## config.mk

```make
export PLATFORM = sky130hd
export DESIGN_NAME = rr_mux_select
export DESIGN_NICKNAME = d
export VERILOG_FILES = /design/src/rtl/rr_mux_select.sv
export SDC_FILE = /design/constraint.sdc
export NUM_CORES = 1
export LEC_CHECK = 0
export ABC_AREA = 1
export BUFFER_PORTS_ARGS = -buffer_cell sky130_fd_sc_hd__buf_2
export CORE_AREA = 5 5 44 46
export CTS_CLUSTER_SIZE = 20
export DETAILED_ROUTE_END_ITERATION = 16
export DIE_AREA = 0 0 49 51
export PLACE_DENSITY = 0.84
export SETUP_SLACK_MARGIN = 0.02
export SYNTH_ARGS = -nofsm -noshare
export SYNTH_HDL_FRONTEND = slang
export SYNTH_SLANG_ARGS = --single-unit
```

## constraint.sdc

```tcl
create_clock -name i_clk -period 3.81 [get_ports i_clk]
set_input_delay 0.1905 -clock i_clk [delete_from_list [all_inputs] [get_ports i_clk]]
set_output_delay 0.1905 -clock i_clk [all_outputs]
set_load 0.05 [all_outputs]
```

## src/rtl/rr_mux_select.sv

```systemverilog
// Round-robin select sequencer for a 4:1 data mux: grants one of four requesters,
// holds the registered select for the transfer and forces release after MAX_HOLD cycles.
//
// state   | meaning
// --------+------------------------------------------------------------
// ST_IDLE | no grant held; evaluate requests in rotating priority
// ST_BUSY | grant held; select frozen, watch DONE / withdrawal / timeout
module rr_mux_select #(
    parameter int MAX_HOLD = 8
) (
    input  logic       i_clk,
    input  logic       i_rst,
    input  logic       i_en,
    input  logic [3:0] i_req,
    input  logic       i_done,
    output logic [1:0] o_s,
    output logic [3:0] o_gnt,
    output logic       o_valid,
    output logic       o_timeout
);

    localparam int HW = (MAX_HOLD > 1) ? $clog2(MAX_HOLD) : 1;
    localparam logic [HW-1:0] HCNT_TC = HW'(MAX_HOLD - 1);

    localparam logic [0:0] ST_IDLE = 1'b0;
    localparam logic [0:0] ST_BUSY = 1'b1;

    logic [0:0]    r_state;
    logic [1:0]    r_last;
    logic [1:0]    r_s;
    logic [3:0]    r_gnt;
    logic          r_valid;
    logic          r_timeout;
    logic [HW-1:0] r_hcnt;

    logic [1:0]    w_pick;
    logic          w_any;
    logic          w_rel_done;
    logic          w_rel_wd;
    logic          w_rel_to;
    logic          w_release;
    logic          w_timeout;

    // Scan from farthest to nearest so the first set bit after r_last wins.
    always_comb begin
        w_pick = r_last;
        for (int k = 4; k >= 1; k--) begin
            if (i_req[r_last + 2'(k)]) begin
                w_pick = r_last + 2'(k);
            end
        end
    end

    assign w_any      = |i_req;
    assign w_rel_done = i_done;
    assign w_rel_wd   = ~i_req[r_s];
    assign w_rel_to   = (r_hcnt == HCNT_TC);
    assign w_release  = w_rel_done | w_rel_wd | w_rel_to;
    assign w_timeout  = w_rel_to & ~w_rel_done & ~w_rel_wd;

    always_ff @(posedge i_clk) begin
        if (i_rst) begin
            r_state   <= ST_IDLE;
            r_last    <= 2'b11;
            r_s       <= 2'b00;
            r_gnt     <= 4'b0000;
            r_valid   <= 1'b0;
            r_timeout <= 1'b0;
            r_hcnt    <= '0;
        end else begin
            r_timeout <= 1'b0;
            case (r_state)
                ST_IDLE: begin
                    if (i_en && w_any) begin
                        r_s     <= w_pick;
                        r_gnt   <= 4'b0001 << w_pick;
                        r_valid <= 1'b1;
                        r_hcnt  <= '0;
                        r_state <= ST_BUSY;
                    end
                end
                ST_BUSY: begin
                    if (w_release) begin
                        r_last    <= r_s;
                        r_gnt     <= 4'b0000;
                        r_valid   <= 1'b0;
                        r_timeout <= w_timeout;
                        r_state   <= ST_IDLE;
                    end else begin
                        r_hcnt <= r_hcnt + HW'(1);
                    end
                end
                default: begin
                    r_state <= ST_IDLE;
                end
            endcase
        end
    end

    assign o_s       = r_s;
    assign o_gnt     = r_gnt;
    assign o_valid   = r_valid;
    assign o_timeout = r_timeout;

endmodule

```

; Word level (Yosys, flattened, before mapping)
; Cells that the tools add are included.
[totals]
latchBits = 0
wordCells = 58
n_memories = 0
mem_bits_ro = 0
in_bits = 8
output_inout_bits = 8
ff_bits = 14
mem_bits_rw = 0
[classes]
shifts = 1
n_reduce_logical = 7
n_addsub = 4
n_lt_le_gt_ge = 4
mux = 23
div = 0
eq_ne = 4
n_mul = 0
n_bitwise = 8
[op_table]
columns = op, count
row1 = 2-bit by 3-bit less-than comparator with 1-bit output (second input constant), 4
row2 = 1-bit binary-select mux with 2-bit select, 4
row3 = 1-bit two-way mux, 8
row4 = 4-bit two-way mux, 2
row5 = 4-bit case mux with 2 select lines, 1
row6 = 2-bit AND reduction, 4
row7 = 2-bit two-way mux, 3
row8 = 3-bit two-way mux, 2
row9 = 3-bit case mux with 2 select lines, 1
row10 = 2-bit adder (second input constant), 2
row11 = 2-bit inequality test (second input constant), 2
row12 = 1-bit NOT, 4
row13 = 1-bit case mux with 2 select lines, 2
row14 = 4-bit OR reduction, 1
row15 = 1-bit by 2-bit left shift with 4-bit output (first input constant), 1
row16 = 3-bit by 1-bit adder with 3-bit output (second input constant), 1
row17 = 3-bit equality test (second input constant), 1
row18 = 3-bit OR reduction, 1
row19 = 2-bit by 1-bit adder with 2-bit output (second input constant), 1
row20 = 1-bit bitwise AND, 2
row21 = 2-bit by 1-bit inequality test with 1-bit output (second input constant), 1
row22 = 1-bit bitwise OR, 2
row23 = 1-bit logical AND, 1

; Logic depth before layout (Yosys ltp)
[depth]
depth_word = 9
depth_mapped = 11
mapped_depth_nobuf = 11

; Worst setup path before layout
; Ideal clock, no wire load.
[synth_timing]
path_type = flip-flop to flip-flop
startpoint = reg r_s[0], in the netlist o_s[0]
endpoint = reg r_gnt[0], in the netlist o_gnt[0]
stages_incl_launch_ff = 9
n_path_buf = 0
setup_ns = 0.071
period_less_slack_ns = 1.564
setup_slack_ns = 2.246
arrival_ns = 1.493
path_cell_list = dfxtp_1 -> inv_1 -> a21oi_1 -> o21ai_1 -> nand2_1 -> nand3_1 -> nand2_2 -> nand3_1 -> a21oi_1
[synth_between]
elab_chain_len = 7
[synth_lines]
columns = item, line_no
row1 = "start, declared", 30  ; logic [1:0] r_s;
row2 = "start signal, assigned", 75  ; r_s <= w_pick;
row3 = 1-bit binary-select mux with 2-bit select, 56  ; assign w_rel_wd = ~i_req[r_s];
row4 = 1-bit two-way mux (not written as such), 56
row5 = 1-bit NOT, 56
row6 = 1-bit bitwise OR (2 in series), 58  ; assign w_release = w_rel_done | w_rel_wd | w_rel_to;
row7 = 2-bit by 1-bit inequality test with 1-bit output (no line), -
row8 = 2-bit AND reduction (no line), -
row9 = "end signal, assigned", 76  ; r_gnt <= 4'b0001 << w_pick;
row10 = "end, declared", 31  ; logic [3:0] r_gnt;
; No other way between the ends. The select of a mux whose other input is x is not followed.
; A chain may end at the register's enable or synchronous reset.

; Worst setup path in the final report
[layout_timing]
startpoint = reg r_last[0]
endpoint = reg r_gnt[0], in the netlist o_gnt[0]
[layout_between]
elab_chain_len = 9
word_cells_on_any_way = 15
classes_between = 3 x add/sub / 1 x shift / 11 x mux
[layout_lines]
columns = item, line_no
row1 = "start, declared", 29  ; logic [1:0] r_last;
row2 = "start signal, assigned", 84  ; r_last <= r_s;
row3 = 2-bit adder, "48, 49"
row4 = 1-bit binary-select mux with 2-bit select, 48  ; if (i_req[r_last + 2'(k)]) begin
row5 = 1-bit two-way mux (not written as such), 48
row6 = 2-bit two-way mux (2 in series), 48
row7 = 2-bit two-way mux (*), 48
row8 = 1-bit by 2-bit left shift with 4-bit output (*), 76
row9 = 4-bit two-way mux (*), 74  ; if (i_en && w_any) begin
row10 = 4-bit case mux with 2 select lines (*), 72  ; case (r_state)
; Every way passes the cells marked *; elsewhere a longest branch is shown, timed or not. The select of a mux whose other input is x is not followed.

==> reports/qor.json <==
{
  "die": {
    "initial_util": 0.534,
    "die_area_um2": 2500,
    "die_height_um": 51,
    "floorplan.rows": 14,
    "num_io_pins": 16,
    "chipWidth_um": 49,
    "core_area_um2": 1470
  },
  "layout": {
    "finish.net_count": 146,
    "seqCellArea_um2": 280,
    "multi_input_comb_area_um2": 414,
    "final_core_utilization": 0.613,
    "finish.cell_count_without_fillers": 151,
    "drive_above_1_share": 0.237,
    "diodes_inserted": 0,
    "fillerInstances": 159,
    "syn2layout_area_growth_pct": 14.8,
    "final_cell_area_um2": 902
  },
  "setup_path": {
    "cp_slowest_cell": "sky130_fd_sc_hd__dfxtp_1",
    "timing.critical_path.from_type": "flop",
    "timing.critical_path.to_type": "flop",
    "cp_max_fo": 11,
    "worst-endpoint-arrival_ns": 1.85,
    "path_cells": "inv_1 -> nand2_1 -> nand2_1 -> nand2_1 -> nand2_1 -> inv_2 -> nand3_2 -> nand2_2 -> nand3_1 -> a21oi_1",
    "critPathRequiredTime_ns": 4.02,
    "crit_path_max_incr_delay_ns": 0.54,
    "crit_type": "reg2reg",
    "crit_path_frequent_cell": "sky130_fd_sc_hd__nand2_1",
    "timing.reg2reg.worst_path_depth": 10
  },
  "clocking": {
    "cts.path.max_buffers": 2,
    "tritoncts_clock_tree": "done",
    "post_cts.repair.setup_buffers": 0,
    "cts_inserted_buffers": 3,
    "worst_setup_hold_path_clk_slew_ns": 0.09,
    "h-tree-depth": 1,
    "cts_hold_buf": 0,
    "clk_latency_ns": 0.28,
    "root_buf_cell": "sky130_fd_sc_hd__clkbuf_4",
    "cts.repair.resized": 0,
    "cts_num_sinks": 14
  },
  "route": {
    "route.detailed.vias_per_inst": 5.28,
    "postRouteAntennaNets": 0,
    "num_vias": 798,
    "violation_count_after_the_first_detailed_route_iteration": 7,
    "post_drt_wl_per_cell_um": 11.4,
    "totalWireLength_um": 1730,
    "drt_drc_violations_left": 0,
    "dr.pass1.iters": 4
  },
  "power": {
    "cellLeakagePower_nw": 0.501,
    "p_per_area_nw_per_um2": 435,
    "irDropWorstVdd_mv": 0.267
  },
  "sta": {
    "relSlewSlack": 0.766,
    "setup-violations-final": 0,
    "worst_slew_pin_tran_ns": 0.350,
    "layout_worst_path_cycle_share": 0.431,
    "final.min_clock_period_ns": 1.64,
    "rsz0062_at_grt": "no",
    "timing.final.hold_violations": 0,
    "finalMaxSlewViolations": 0,
    "achievable-frequency_ghz": 0.609,
    "setup_slack_ns": 2.17,
    "fin_setup_tns_ns": 0,
    "timing.clock.skew_ns": 0.00715
  },
  "worst_hold_path": {
    "min_delay_path_depth": 2,
    "hp-class": "in2reg"
  },
  "placed_design": {
    "place_congestion": 0.770,
    "detailed_place_hpwl_um": 1380,
    "detailedPlace.worstSlack_ns": 2.19,
    "placed_cells_incl_taps": 147,
    "portBuffers": 15,
    "post_dp_cell_area_um2": 866
  },
  "synthesis": {
    "synth_area_per_cell_um2": 6.66,
    "netlist_instances": 118,
    "postSynth.asyncResetShare": 0,
    "synth_top_area_cell": "sky130_fd_sc_hd__dfxtp_1",
    "netlist_top_cells_area": "sky130_fd_sc_hd__dfxtp_1 (36%), sky130_fd_sc_hd__nand2_1 (17%), sky130_fd_sc_hd__a21oi_1 (7.6%)",
    "synth.lib_cells_used.distinct": 20,
    "synthMostInstantiatedCell": "sky130_fd_sc_hd__nand2_1",
    "number_of_enable_flip_flop_cells_after_synthesis": 0,
    "top_post_synthesis_cells_by_count": "sky130_fd_sc_hd__nand2_1 (35), sky130_fd_sc_hd__inv_1 (16), sky130_fd_sc_hd__dfxtp_1 (14)",
    "synth.top_cell.area_share": 0.357,
    "synth_warn": 0,
    "synth_flop_cell": "sky130_fd_sc_hd__dfxtp_1",
    "synth_seq_cells": 14,
    "netlist_area_um2": 786,
    "yosysSeqAreaShare": 0.357,
    "syn_nets": 128
  },
  "global_route": {
    "first_global_vias": 722,
    "grt_antenna_before_repair": 0,
    "grt_max_degree": 12,
    "grt_pass1_wl_um": 2770,
    "grt_util_all_layers": 0.136,
    "global_route.overflow_total": 0
  },
  "run": {
    "cap_violations": 0
  },
  "status": {
    "run_status": "completed"
  }
}
worst max-delay path, delay by kind of cell, from the launching register on:
kind	cells	cell delay (ns)
buffers and inverters	2	0.26
AO/OA/AOI/OAI	1	0.15
AND/OR/NAND/NOR	7	0.63
flip-flops	1	0.54
area by class of cell:
type | count | share of cell area
clock buffer | 4 | 0.0402
timing repair buffer | 15 | 0.0832
multi-input combinational | 82 | 0.459
inverter | 20 | 0.0846
sequential | 14 | 0.311
tap | 16 | 0.0222
cells in the final DEF, fill, tap and decap left out, types with 2 or more instances in the layout:
cell type,count
sky130_fd_sc_hd__o211ai_1,2
sky130_fd_sc_hd__nand4_1,4
sky130_fd_sc_hd__o21ai_1,3
sky130_fd_sc_hd__nand3_1,10
sky130_fd_sc_hd__nand2_2,5
sky130_fd_sc_hd__inv_2,3
sky130_fd_sc_hd__inv_1,16
sky130_fd_sc_hd__nand2_1,35
sky130_fd_sc_hd__nand3_2,2
sky130_fd_sc_hd__clkbuf_4,3
sky130_fd_sc_hd__a21oi_1,12
sky130_fd_sc_hd__ha_1,2
sky130_fd_sc_hd__dfxtp_1,14
sky130_fd_sc_hd__o21ai_0,3
sky130_fd_sc_hd__buf_2,15
metal layers:
metal	vias to the layer above	GRT usage	routed length, um
met1	369	0.140	741
li1	414	-	-
met2	13	0.263	921
met4	0	0.0538	12
met3	2	0.0320	53
met5	-	0	0
sequential cells by signal, indices dropped and copies added, names as in the netlist:
name	count
o_timeout	1
r_state	1
o_valid	1
r_hcnt	3
r_last	2
o_gnt	4
o_s	2
path summary, 6_finish.rpt:
| path | slack [ns] | startpoint | end |
|---|---|---|---|
| setup / recovery | 2.17 | r_last[0] | o_gnt[0] |
| hold / removal | 0.22 | i_rst | o_gnt[1] |
| setup reg to reg | 2.17 | r_last[0] | o_gnt[0] |
| hold reg to reg | 0.48 | r_hcnt[0] | r_hcnt[0] |
cell families after synthesis:
logic type	after synthesis	share of synthesized area
buffers and inverters	22	0.116
AO/OA/AOI/OAI	22	0.156
adder cells (fa/ha/maj)	2	0.0318
AND/OR/NAND/NOR	58	0.339
flip-flops	14	0.357
report_power, final:
part | switching, mW | leakage, nW | internal (mW)
registers | 0.00960 | 0.115 | 0.157
clock network | 0.0469 | 0.0210 | 0.0581
logic | 0.0860 | 0.365 | 0.0348
per-stage QoR:
step | power (mW) | hold slack (ns)
2_1_floorplan | 0.266 | 0.344
3_3_place_gp | 0.287 | 0.449
3_5_place_dp | 0.291 | 0.454
4_1_cts | 0.394 | 0.206
5_1_grt | 0.417 | 0.209
6_report | 0.392 | 0.218
Power figures use the tool's default switching activity.
